<file path="config.mk">
export PLATFORM = sky130hd
export DESIGN_NAME = multicycle_ctrl
export DESIGN_NICKNAME = d
export VERILOG_FILES = /design/src/rtl/cpu_ctrl_pkg.sv /design/src/rtl/multicycle_ctrl_outdec.sv /design/src/rtl/multicycle_ctrl.sv
export SDC_FILE = /design/constraint.sdc
export NUM_CORES = 1
export LEC_CHECK = 0
export CORE_ASPECT_RATIO = 0.5
export CORE_UTILIZATION = 50
export CTS_CLUSTER_SIZE = 8
export DETAILED_ROUTE_END_ITERATION = 16
export GPL_TIMING_DRIVEN = 0
export PLACE_DENSITY = 0.95
export SYNTH_ARGS = -nofsm -noshare
export SYNTH_HDL_FRONTEND = slang
export SYNTH_SLANG_ARGS = --single-unit
</file>
<file path="constraint.sdc">
create_clock -name clk -period 4.1 [get_ports clk]
set_input_delay 0.82 -clock clk [delete_from_list [all_inputs] [get_ports clk]]
set_output_delay 0.82 -clock clk [all_outputs]
set_load 0.02 [all_outputs]
</file>
<file path="src/rtl/cpu_ctrl_pkg.sv">
// cpu_ctrl_pkg: shared encodings for the multicycle sequencing controller
package cpu_ctrl_pkg;
  typedef enum logic [2:0] {
    S_RESET  = 3'd0,
    S_FETCH  = 3'd1,
    S_DECODE = 3'd2,
    S_EXEC   = 3'd3,
    S_MEM    = 3'd4,
    S_WB     = 3'd5
  } state_t;
  localparam logic [1:0] PC_ALU = 2'd0, PC_BR = 2'd1, PC_JUMP = 2'd2, PC_RS = 2'd3;
  localparam logic [1:0] RD_RT = 2'd0, RD_RD = 2'd1, RD_R31 = 2'd2;
  localparam logic [1:0] WB_ALU = 2'd0, WB_MDR = 2'd1, WB_PC = 2'd2;
  localparam logic [1:0] A_PC = 2'd0, A_RS = 2'd1, A_SHAMT = 2'd2;
  localparam logic [1:0] B_RT = 2'd0, B_4 = 2'd1, B_IMM = 2'd2, B_IMM2 = 2'd3;
  localparam int C_NOP = 0, C_RTYPE = 1, C_ITYPE = 2, C_LW = 3, C_SW = 4, C_BEQ = 5;
  localparam int C_BNE = 6, C_J = 7, C_JR = 8, C_JAL = 9, C_JALR = 10, C_SHIFT = 11;
  localparam int C_N = 12;
  typedef logic [C_N-1:0] cls_t;
  // Reduce the decoder flags to a single one-hot class (all zero when undecodable)
  function automatic cls_t pick_class(input cls_t f);
    cls_t c;
    c = '0;
    if (f[C_NOP]) c[C_NOP] = 1'b1;
    else if (f[C_JR]) c[C_JR] = 1'b1;
    else if (f[C_JALR]) c[C_JALR] = 1'b1;
    else if (f[C_SHIFT]) c[C_SHIFT] = 1'b1;
    else if (f[C_RTYPE]) c[C_RTYPE] = 1'b1;
    else if (f[C_ITYPE]) c[C_ITYPE] = 1'b1;
    else if (f[C_LW]) c[C_LW] = 1'b1;
    else if (f[C_SW]) c[C_SW] = 1'b1;
    else if (f[C_BEQ]) c[C_BEQ] = 1'b1;
    else if (f[C_BNE]) c[C_BNE] = 1'b1;
    else if (f[C_J]) c[C_J] = 1'b1;
    else if (f[C_JAL]) c[C_JAL] = 1'b1;
    return c;
  endfunction
endpackage

</file>
<file path="src/rtl/multicycle_ctrl_outdec.sv">
// multicycle_ctrl_outdec: combinational map from state/class/flags to datapath strobes
import cpu_ctrl_pkg::*;
module multicycle_ctrl_outdec (
  input  state_t     state,
  input  cls_t       cls,
  input  logic       alu_zero,
  input  logic       mem_ready,
  output logic       mem_req,
  output logic       mem_we,
  output logic       iord,
  output logic       ir_we,
  output logic       pc_we,
  output logic [1:0] pc_src,
  output logic       reg_we,
  output logic [1:0] reg_dst,
  output logic [1:0] wb_sel,
  output logic [1:0] alu_src_a,
  output logic [1:0] alu_src_b,
  output logic       illegal,
  output logic       retire
);
  // Per-state strobe decode; everything not driven in a state stays 0
  always_comb begin
    mem_req   = 1'b0;
    mem_we    = 1'b0;
    iord      = 1'b0;
    ir_we     = 1'b0;
    pc_we     = 1'b0;
    pc_src    = PC_ALU;
    reg_we    = 1'b0;
    reg_dst   = RD_RT;
    wb_sel    = WB_ALU;
    alu_src_a = A_PC;
    alu_src_b = B_RT;
    illegal   = 1'b0;
    retire    = 1'b0;
    case (state)
      S_FETCH: begin
        mem_req   = 1'b1;
        alu_src_b = B_4;
        ir_we     = mem_ready;
        pc_we     = mem_ready;
      end
      S_DECODE: begin
        alu_src_b = B_IMM2;
        illegal   = cls == '0;
        retire    = cls[C_NOP] | cls[C_J] | cls[C_JAL] | cls[C_JR] | cls[C_JALR];
        pc_we     = cls[C_J] | cls[C_JAL] | cls[C_JR] | cls[C_JALR];
        pc_src    = (cls[C_JR] | cls[C_JALR]) ? PC_RS : (cls[C_J] | cls[C_JAL]) ? PC_JUMP : PC_ALU;
        reg_we    = cls[C_JAL] | cls[C_JALR];
        reg_dst   = cls[C_JAL] ? RD_R31 : cls[C_JALR] ? RD_RD : RD_RT;
        wb_sel    = (cls[C_JAL] | cls[C_JALR]) ? WB_PC : WB_ALU;
      end
      S_EXEC: begin
        alu_src_a = cls[C_SHIFT] ? A_SHAMT : A_RS;
        alu_src_b = (cls[C_ITYPE] | cls[C_LW] | cls[C_SW]) ? B_IMM : B_RT;
        pc_we     = (cls[C_BEQ] & alu_zero) | (cls[C_BNE] & ~alu_zero);
        pc_src    = (cls[C_BEQ] | cls[C_BNE]) ? PC_BR : PC_ALU;
        retire    = cls[C_BEQ] | cls[C_BNE];
      end
      S_MEM: begin
        mem_req = 1'b1;
        iord    = 1'b1;
        mem_we  = cls[C_SW];
        retire  = cls[C_SW] & mem_ready;
      end
      S_WB: begin
        reg_we  = 1'b1;
        retire  = 1'b1;
        reg_dst = (cls[C_ITYPE] | cls[C_LW]) ? RD_RT : RD_RD;
        wb_sel  = cls[C_LW] ? WB_MDR : WB_ALU;
      end
      default: ;
    endcase
  end
endmodule

</file>
<file path="src/rtl/multicycle_ctrl.sv">
// multicycle_ctrl: FETCH/DECODE/EXEC/MEM/WB sequencer with retired-instruction counter
import cpu_ctrl_pkg::*;
module multicycle_ctrl #(
  parameter int CNT_W = 32
) (
  input  logic             clk,
  input  logic             rst_n,
  input  logic             nop,
  input  logic             rtype_alu,
  input  logic             itype_alu,
  input  logic             lw,
  input  logic             sw,
  input  logic             beq,
  input  logic             bne,
  input  logic             j,
  input  logic             jr,
  input  logic             jal,
  input  logic             jalr,
  input  logic             shift,
  input  logic             alu_zero,
  input  logic             mem_ready,
  output logic             mem_req,
  output logic             mem_we,
  output logic             iord,
  output logic             ir_we,
  output logic             pc_we,
  output logic [1:0]       pc_src,
  output logic             reg_we,
  output logic [1:0]       reg_dst,
  output logic [1:0]       wb_sel,
  output logic [1:0]       alu_src_a,
  output logic [1:0]       alu_src_b,
  output logic             illegal,
  output logic [CNT_W-1:0] instret,
  output logic [2:0]       state
);
  state_t cur, nxt;
  cls_t   raw, pri, cls_q, cls;
  logic   retire;
  assign raw[C_NOP]   = nop;
  assign raw[C_RTYPE] = rtype_alu;
  assign raw[C_ITYPE] = itype_alu;
  assign raw[C_LW]    = lw;
  assign raw[C_SW]    = sw;
  assign raw[C_BEQ]   = beq;
  assign raw[C_BNE]   = bne;
  assign raw[C_J]     = j;
  assign raw[C_JR]    = jr;
  assign raw[C_JAL]   = jal;
  assign raw[C_JALR]  = jalr;
  assign raw[C_SHIFT] = shift;
  assign pri   = pick_class(raw);
  assign cls   = (cur == S_DECODE) ? pri : cls_q;
  assign state = cur;
  // State register
  always_ff @(posedge clk or negedge rst_n) begin
    if (!rst_n) cur <= S_RESET;
    else cur <= nxt;
  end
  // Next-state sequencing; short classes return to FETCH straight from DECODE
  always_comb begin
    nxt = S_RESET;
    case (cur)
      S_RESET:  nxt = S_FETCH;
      S_FETCH:  nxt = mem_ready ? S_DECODE : S_FETCH;
      S_DECODE: nxt = (pri == '0 || pri[C_NOP] || pri[C_J] || pri[C_JAL] || pri[C_JR] || pri[C_JALR]) ? S_FETCH : S_EXEC;
      S_EXEC:   nxt = (cls_q[C_BEQ] | cls_q[C_BNE]) ? S_FETCH : (cls_q[C_LW] | cls_q[C_SW]) ? S_MEM : S_WB;
      S_MEM:    nxt = !mem_ready ? S_MEM : cls_q[C_LW] ? S_WB : S_FETCH;
      S_WB:     nxt = S_FETCH;
      default:  nxt = S_RESET;
    endcase
  end
  // Class register captures the prioritised decode and the retire counter advances
  always_ff @(posedge clk or negedge rst_n) begin
    if (!rst_n) begin
      cls_q   <= '0;
      instret <= '0;
    end else begin
      if (cur == S_DECODE) cls_q <= pri;
      if (retire) instret <= instret + CNT_W'(1);
    end
  end
  multicycle_ctrl_outdec u_outdec (
    .state     (cur),
    .cls       (cls),
    .alu_zero  (alu_zero),
    .mem_ready (mem_ready),
    .mem_req   (mem_req),
    .mem_we    (mem_we),
    .iord      (iord),
    .ir_we     (ir_we),
    .pc_we     (pc_we),
    .pc_src    (pc_src),
    .reg_we    (reg_we),
    .reg_dst   (reg_dst),
    .wb_sel    (wb_sel),
    .alu_src_a (alu_src_a),
    .alu_src_b (alu_src_b),
    .illegal   (illegal),
    .retire    (retire)
  );
endmodule

</file>
[Word-level counts from Yosys, hierarchy flattened]
Index checks and enable logic that the tools add are counted.
Operators by class
  reductions and logical operators: 10
  multiplexer cells: 64
  bitwise gates (word level): 19
  equal/unequal tests: 5
  add/sub/neg operators: 1
Operators by type and width (number)
  two-way mux 1 bit: 33
  adder 32 x 1 -> 32 bit, second input constant: 1
  logical NOT 12 bit: 2
  two-way mux 7 bit: 3
  two-way mux 2 bit: 10
  two-way mux 3 bit: 5
  OR 1 bit: 15
  case mux 3 bit (5 select lines): 1
  two-way mux 12 bit: 1
  case mux 2 bit (2 select lines): 3
  two-way mux 11 bit: 1
  equality test 3 x 2 -> 1 bit, second input constant: 2
  equality test 3 bit, second input constant: 2
  two-way mux 6 bit: 1
  case mux 2 bit (3 select lines): 1
  logical OR 1 bit: 5
  two-way mux 5 bit: 1
  two-way mux 4 bit: 1
  case mux 1 bit (4 select lines): 1
  OR reduction 2 bit: 2
  AND 1 bit: 3
  equality test 3 x 1 -> 1 bit, second input constant: 1
  logical NOT 3 bit: 1
  case mux 1 bit (3 select lines): 1
  2 further kinds: 2
Storage, ports and cells
  input port bits: 16
  bits in registers: 47

[Longest topological paths before layout]
Gate-level depths: netlist of the first run.
  depth after elaboration: 20
  depth in mapped cells: 9

[By module]
From an unflattened synthesis of the first run, not the netlist that was laid out.
Second synthesis, totals
  cells, all modules: 226
  area, all modules: 2411.1 µm²
By module, submodules not included
  multicycle_ctrl: times used 1, area each 2154.6 µm², cells an instance 188
  multicycle_ctrl_outdec: times used 1, area each 256.5 µm², cells an instance 38

[Worst setup path after synthesis of the first run]
Ideal clock, no wire load.
  kind: input -> output
  start: input port nop
  end: output port illegal
  path slack: 1.326 ns
  data arrival time: 1.954 ns
  stages on the path: 4
  cells stage by stage: nor4b_2 > and3_1 > nand3_1 > nor3_1
On the way
  cells in the longest elaborated chain, start to end: 4
RTL lines
  start, declared: RTL line multicycle_ctrl.sv:8  | input logic nop,
  two-way mux 1 bit or two-way mux 11 bit (tied branches): RTL line cpu_ctrl_pkg.sv:24  | if (f[C_NOP]) c[C_NOP] = 1'b1;
  two-way mux 12 bit (*)
  logical NOT 12 bit (*): RTL line multicycle_ctrl_outdec.sv:46  | illegal = cls == '0;
  two-way mux 1 bit (*): RTL line multicycle_ctrl_outdec.sv:37  | case (state)
  end, declared: RTL line multicycle_ctrl.sv:33  | output logic illegal,
Mark *: on every way between the ends. The rest lies on a longest branch, timed or not.

[Worst setup path in the final report of the first run]
  start: input port jalr
  end: output port pc_we
RTL lines
  start, declared: RTL line multicycle_ctrl.sv:18  | input logic jalr,
  two-way mux 7 bit: RTL line cpu_ctrl_pkg.sv:26  | else if (f[C_JALR]) c[C_JALR] = 1'b1;
  two-way mux 7 bit: RTL line cpu_ctrl_pkg.sv:25  | else if (f[C_JR]) c[C_JR] = 1'b1;
  two-way mux 11 bit: RTL line cpu_ctrl_pkg.sv:24
  two-way mux 12 bit
  net cls[6]: RTL line multicycle_ctrl.sv:38  | cls_t raw, pri, cls_q, cls;
  AND 1 bit: RTL line multicycle_ctrl_outdec.sv:57  | pc_we = (cls[C_BEQ] & alu_zero) | (cls[C_BNE] & ~alu_zero);
  OR 1 bit: RTL line multicycle_ctrl_outdec.sv:57
  case mux 1 bit (3 select lines): RTL line multicycle_ctrl_outdec.sv:37
  end, declared: RTL line multicycle_ctrl.sv:26  | output logic pc_we,
The timed path passes the listed nets, and every way through them passes these cells.

==> results.sh, run 1 <==
export IMPL_antenna_found_initial=0
export IMPL_ys_flop_type="dfrtp_1"
export IMPL_rsz0062_at_grt="no"
export IMPL_max_freq_ghz=0.252
export IMPL_grt_pass1_wl_mm=9.51
export IMPL_cts_htree_levels=2
export IMPL_power_switching_uw=561
export IMPL_yosys_area_share_simple=0.257
export IMPL_io_pins=68
export IMPL_synthCells=223
export IMPL_drc=0
export IMPL_dp_cells=345
export IMPL_drt_initial_drc_count=93
export IMPL_yosys_mux_area_fraction=0.0113
export IMPL_clock_power_share=0.217
export IMPL_core_sq_um=4060
export IMPL_startpoint_type="input port"
export IMPL_synth_compound_area_share=0.0695
export IMPL_hold_viol_final=0
export IMPL_synth_cell_types=39
export IMPL_slew_headroom=0.682
export IMPL_dr_pass1_iters=4
export IMPL_drive_gt1_frac=0.0702
export IMPL_areaGrowthSynthToFinish_pct=39.4
export IMPL_drv_cap=0
export IMPL_worstMarginPinSlew_ns=0.473
export IMPL_fin_nets=315
export IMPL_grt_max_degree=40
export IMPL_synth_area_sq_um=2210
export IMPL_place_congestion=0.847
export IMPL_p_per_area_nw_per_um2=490
export IMPL_total_leakage_power_nw=1.30
export IMPL_routedWlPerCell_um=16.1
export IMPL_seqPwrFrac=0.339
export IMPL_holdBufCountCts=0
export IMPL_required_ns=3.28
export IMPL_finalSetupTns_ns=0
export IMPL_synth_edf_count=0
export IMPL_portBuffers=67
export IMPL_postSynthRegisterBits=42
export IMPL_path_max_fanout=5
export IMPL_critical_path_class="input port to output pin"
export IMPL_slew_violations=0
export IMPL_synth_adder_area_share=0.00565
export IMPL_grt_pass1_vias=1985
export IMPL_postLayoutCoreUtil=0.759
export IMPL_synth_async_reset_ratio=1.00
export IMPL_r2r_slack_ns=1.84
export IMPL_layout_cells_non_filler=353
export IMPL_drt_antenna_violating_nets=0
export IMPL_ir_worst_vdd_mv=0.309
export IMPL_finalWirelength_mm=5.69
export IMPL_p_int_uw=950
export IMPL_die_w_um=96.1
export IMPL_clockRootBuffer="clkbuf_8"
export IMPL_n_antenna_cell=0
export IMPL_clock_latency_ns=0.30
export IMPL_synth_xor_area_frac=0.135
export IMPL_syn_nets=240
export IMPL_yosys_warnings=0
export IMPL_num_rows=16
export IMPL_cp_arrival_ns=3.14
export IMPL_clk_path_buf_depth=2
export IMPL_via_per_inst=5.65
export IMPL_fin_skew_ns=0.0122
export IMPL_die_h_um=49.0
export IMPL_fin_crit_sh=0.967
export IMPL_finalCriticalPeriod_ns=3.96
export IMPL_vias=1996
export IMPL_final_area_sq_um=3090
export IMPL_hold_path_class="input port to async pin"
export IMPL_numCtsBuffers=5
export IMPL_clk_pin_slew_worst_paths_ns=0.08
export IMPL_yosysSeqAreaShare=0.475
export IMPL_status="complete, no violations"
export IMPL_place_area_sq_um=2970
export IMPL_tritoncts="done"
export IMPL_critPathCaptureType="output pin"
export IMPL_p_total_mw=1.51
export IMPL_cts_sinks=42
export IMPL_grt_usage=0.263
export IMPL_overflow=0
export IMPL_hpwlAfterDp_mm=4.12
export IMPL_start_util=0.545
export IMPL_synth_top_family_by_area="simple AND/OR/NAND/NOR gates"
export IMPL_sw_frac_of_total=0.372
export IMPL_dieArea_sq_um=4710
export IMPL_n_fill_cell=272
export IMPL_finalSetupViolations=0
export IMPL_syn_avg_cell_area_sq_um=9.93
export IMPL_pwr_share_comb=0.444
-- registers in the layout, indices dropped and copies added, names as in the netlist --
register,cells
state,3
instret,32
cls_q,7
-- timing repair --
action                     in CTS  in global routing
setup buffers                   0                  0
resized for setup               0                  1
setup endpoints to repair       0                  1
-- cell usage after synthesis, types with 2 or more instances --
library cell,number,share of area
nand4b_1,3,0.012
nor4_1,3,0.0085
a22o_1,3,0.012
a21oi_1,3,0.0068
o21ai_0,5,0.011
buf_4,3,0.010
nand3_1,17,0.038
nor2b_1,4,0.011
inv_1,8,0.014
buf_6,2,0.010
nand2_1,15,0.025
nand4_1,13,0.037
buf_1,2,0.0034
or3_1,2,0.0057
nor2_1,14,0.024
xnor2_1,31,0.12
and3_1,13,0.037
and2_1,4,0.011
buf_2,2,0.0045
xor2_1,3,0.012
nor3_1,5,0.011
o31ai_1,3,0.010
o21ai_1,2,0.0045
clkbuf_1,2,0.0034
nand2b_1,3,0.0085
dfrtp_1,42,0.47
a32o_1,4,0.018
-- cell usage in the layout, fill, tap and decap left out, drive strengths merged, types with 9 or more instances in the layout --
cell | netlist | layout
clkdlybuf4s50 | 0 | 66
inv | 9 | 9
nand3 | 17 | 17
nand2 | 15 | 15
buf | 9 | 11
and3 | 13 | 13
nor2 | 14 | 14
xnor2 | 31 | 31
dfrtp | 42 | 42
nand4 | 13 | 13
-- cells by family after synthesis --
logic type | after synthesis
muxes | 2
DFF | 42
and+or+nand+nor | 102
AOI/OAI and AO/OA | 22
adders and majority gates | 1
xor gates and xnor gates | 34
buffers and inverters | 20
-- critical path: stages --
cell	delay, ns
clkdlybuf4s50_1	0.47
nor4_1	0.47
and3_1	0.31
a32o_1	0.21
mux2i_1	0.08
nor2_1	0.08
or3_1	0.11
clkdlybuf4s50_1	0.59
-- worst paths after layout --
kind / from / cells after the start / to
max: jalr / 8 / pc_we
min: rst_n / 1 / cls_q[6]
max reg2reg: state[0] / 9 / instret[22]
min reg2reg: instret[31] / 1 / instret[31]
max in group asynchronous: rst_n / 2 / instret[8]
min in group clk: instret[31] / 1 / instret[31]
-- metrics by stage --
step | setup slack [ns] | hold slack, ns
floorplan | 1.33 | 0.465
global placement | 0.219 | 0.463
detailed placement | 0.112 | 0.468
CTS | 0.0999 | 0.326
global route | 0.0126 | 0.324
finish | 0.137 | 0.329
-- cell type report --
| class | instances | area [sq um] | area share |
|---|---|---|---|
| flip-flops and latches | 42 | 1050 | 0.341 |
| inverters | 9 | 33.8 | 0.0109 |
| repair buffers | 68 | 686 | 0.222 |
| clock buffers | 6 | 72.6 | 0.0235 |
| multi-input cells | 161 | 1070 | 0.346 |
| clock inverters | 2 | 37.5 | 0.0122 |
| plain buffers | 11 | 70.1 | 0.0227 |
| well taps | 54 | 67.6 | 0.0219 |
-- metal layers --
layer  wire length, um  track usage
met1              2400        0.347
met2              2920        0.448
met3               330       0.0452
met4                38       0.0721
met5                 0            0
-- power groups by stage --
stage	clock network, mW	logic, mW	registers [mW]
final	0.328	0.671	0.512
after floorplan	0	0.353	0.550
after detailed placement	0	0.661	0.516
after global placement	0	0.644	0.510
after CTS	0.332	0.666	0.509
after global routing	0.351	0.720	0.517
Power figures use the tool's default switching activity.
==> run 2: changes to the inputs <==
CORE_ASPECT_RATIO = 0.6   (was 0.5)
==> run 2 against run 1 <==
Against the previous run: maximum frequency increased by 0.32%; utilization decreased by 1.7 points; via count increased by 3.2%; cell area increased by 0.20%; combinational power about the same; sequential cell count unchanged; worst setup slack improved by 0.013 ns; clock power decreased by 1%; sequential share of layout area decreased by 0.069 points; die area decreased by 0.15%.
==> results.sh, run 2 (same netlist as run 1, synthesis figures left out) <==
export IMPL_hold_path_class="register to register"
export IMPL_total_leakage_power_nw=1.31
export IMPL_antenna_found_initial=0
export IMPL_required_ns=3.28
export IMPL_whs_ns=0.470
export IMPL_drive_gt1_frac=0.0736
export IMPL_num_rows=18
export IMPL_dieArea_sq_um=4710
export IMPL_die_h_um=53.5
export IMPL_portBuffers=67
export IMPL_grt_usage=0.278
export IMPL_cts_htree_levels=2
export IMPL_drt_antenna_violating_nets=0
export IMPL_fin_nets=315
export IMPL_hold_viol_final=0
export IMPL_areaGrowthSynthToFinish_pct=39.7
export IMPL_clk_path_buf_depth=2
export IMPL_start_util=0.531
export IMPL_finalWirelength_mm=6.09
export IMPL_place_congestion=0.963
export IMPL_setup_slack_ns=0.149
export IMPL_grt_pass1_vias=1849
export IMPL_core_sq_um=4170
export IMPL_rsz0062_at_grt="no"
export IMPL_cts_sinks=42
export IMPL_drc=0
export IMPL_clock_latency_ns=0.30
export IMPL_p_per_area_nw_per_um2=486
export IMPL_n_fill_cell=298
export IMPL_vias=2059
export IMPL_routedWlPerCell_um=17.0
export IMPL_dpl_worst_slack_ns=-0.0339
export IMPL_fin_crit_sh=0.964
export IMPL_clk_pin_slew_worst_paths_ns=0.08
export IMPL_numCtsBuffers=5
export IMPL_ir_worst_vdd_mv=0.315
export IMPL_critical_path_class="input port to output pin"
export IMPL_final_area_sq_um=3090
export IMPL_fin_skew_ns=0.0110
export IMPL_startpoint_type="input port"
export IMPL_overflow=0
export IMPL_dr_pass1_iters=4
export IMPL_worstMarginPinSlew_ns=0.899
export IMPL_hold_path_depth=1
export IMPL_slew_headroom=0.401
export IMPL_p_total_mw=1.50
export IMPL_tritoncts="done"
export IMPL_clockRootBuffer="clkbuf_8"
export IMPL_drv_cap=0
export IMPL_finalSetupViolations=0
export IMPL_regMostFlops="instret"
export IMPL_slew_violations=0
export IMPL_critPathCaptureType="output pin"
export IMPL_grt_pass1_wl_mm=9.43
export IMPL_n_antenna_cell=0
export IMPL_via_per_inst=5.74
export IMPL_grt_max_degree=43
export IMPL_hpwlAfterDp_mm=4.62
export IMPL_path_max_fanout=5
export IMPL_max_freq_ghz=0.253
export IMPL_die_w_um=87.9
export IMPL_place_area_sq_um=2950
export IMPL_r2r_cells=9
export IMPL_largest_reg_flops=32
export IMPL_drt_initial_drc_count=118
export IMPL_layout_common_cells="clkdlybuf4s50_1 (65), dfrtp_1 (42), xnor2_1 (31)"
export IMPL_cp_arrival_ns=3.13
export IMPL_status="complete, no violations"
export IMPL_finalCriticalPeriod_ns=3.95
export IMPL_final_common_cell="clkdlybuf4s50_1"
export IMPL_io_pins=68
## run 2: cell count changes in the layout (fill, tap and decap cells not counted), sizes merged
cell,change
clkbuf,+1
clkdlybuf4s50,-1
clkinvlp,-1
dlymetal6s2s,+1
## run 2: worst max-delay path: stages
cell             delay (ns)
clkdlybuf4s50_1        0.50
nor4_2                 0.43
and3_1                 0.28
a32o_1                 0.22
mux2i_1                0.10
nor2_1                 0.09
or3_1                  0.11
clkdlybuf4s50_1        0.59
## run 2: stage by stage
step	util	setup TNS (ns)	instances
after detailed placement	0.709	-0.0339	350
after CTS	0.737	0	358
after global routing	0.742	0	359
after global placement	0.710	0	350
after floorplan	-	0	223
final	0.742	0	359
## run 2: layout make-up
type / count / area (sq um) / share of cell area
Clock inverter: 1 / 30.0 / 0.00971
Inverter: 9 / 33.8 / 0.0109
Clock buffer: 7 / 76.3 / 0.0247
Tap cell: 60 / 75.1 / 0.0243
Sequential cell: 42 / 1050 / 0.340
Buffer: 11 / 70.1 / 0.0227
Multi-Input combinational cell: 161 / 1080 / 0.349
Timing Repair Buffer: 68 / 676 / 0.219
## run 2: report_power, final
group / leakage (nW) / internal (mW) / total, mW / switching [mW]
Combinational: 0.689 / 0.309 / 0.673 / 0.363
Clock: 0.0524 / 0.182 / 0.324 / 0.141
Sequential: 0.567 / 0.458 / 0.507 / 0.0490
Total: 1.31 / 0.949 / 1.50 / 0.554
## run 2: routing by layer
| layer | track usage | vias to the layer above | share of wire |
|---|---|---|---|
| li1 | - | 937 | - |
| met1 | 0.403 | 1020 | 0.47 |
| met2 | 0.428 | 98 | 0.45 |
| met3 | 0.0583 | 4 | 0.078 |
| met4 | 0.0792 | 0 | 0.0075 |
| met5 | 0 | - | 0 |
## run 2: path summary, 6_finish.rpt
kind                       slack [ns]   startpoint     endpoint
setup reg to reg                 1.83     state[0]  instret[24]
hold reg to reg                  0.47  instret[31]  instret[31]
setup / recovery                 0.15         jalr        pc_we
hold / removal                   0.47  instret[31]  instret[31]
min in group asynchronous        0.64        rst_n     cls_q[7]
max in group asynchronous        2.89        rst_n  instret[19]
## run 2: repair_timing
item | CTS | global route
hold buffers | 0 | 0
setup buffers | 0 | 1
gates resized for setup | 1 | 3
pin swaps | 0 | 1
endpoints found under the setup margin | 1 | 2
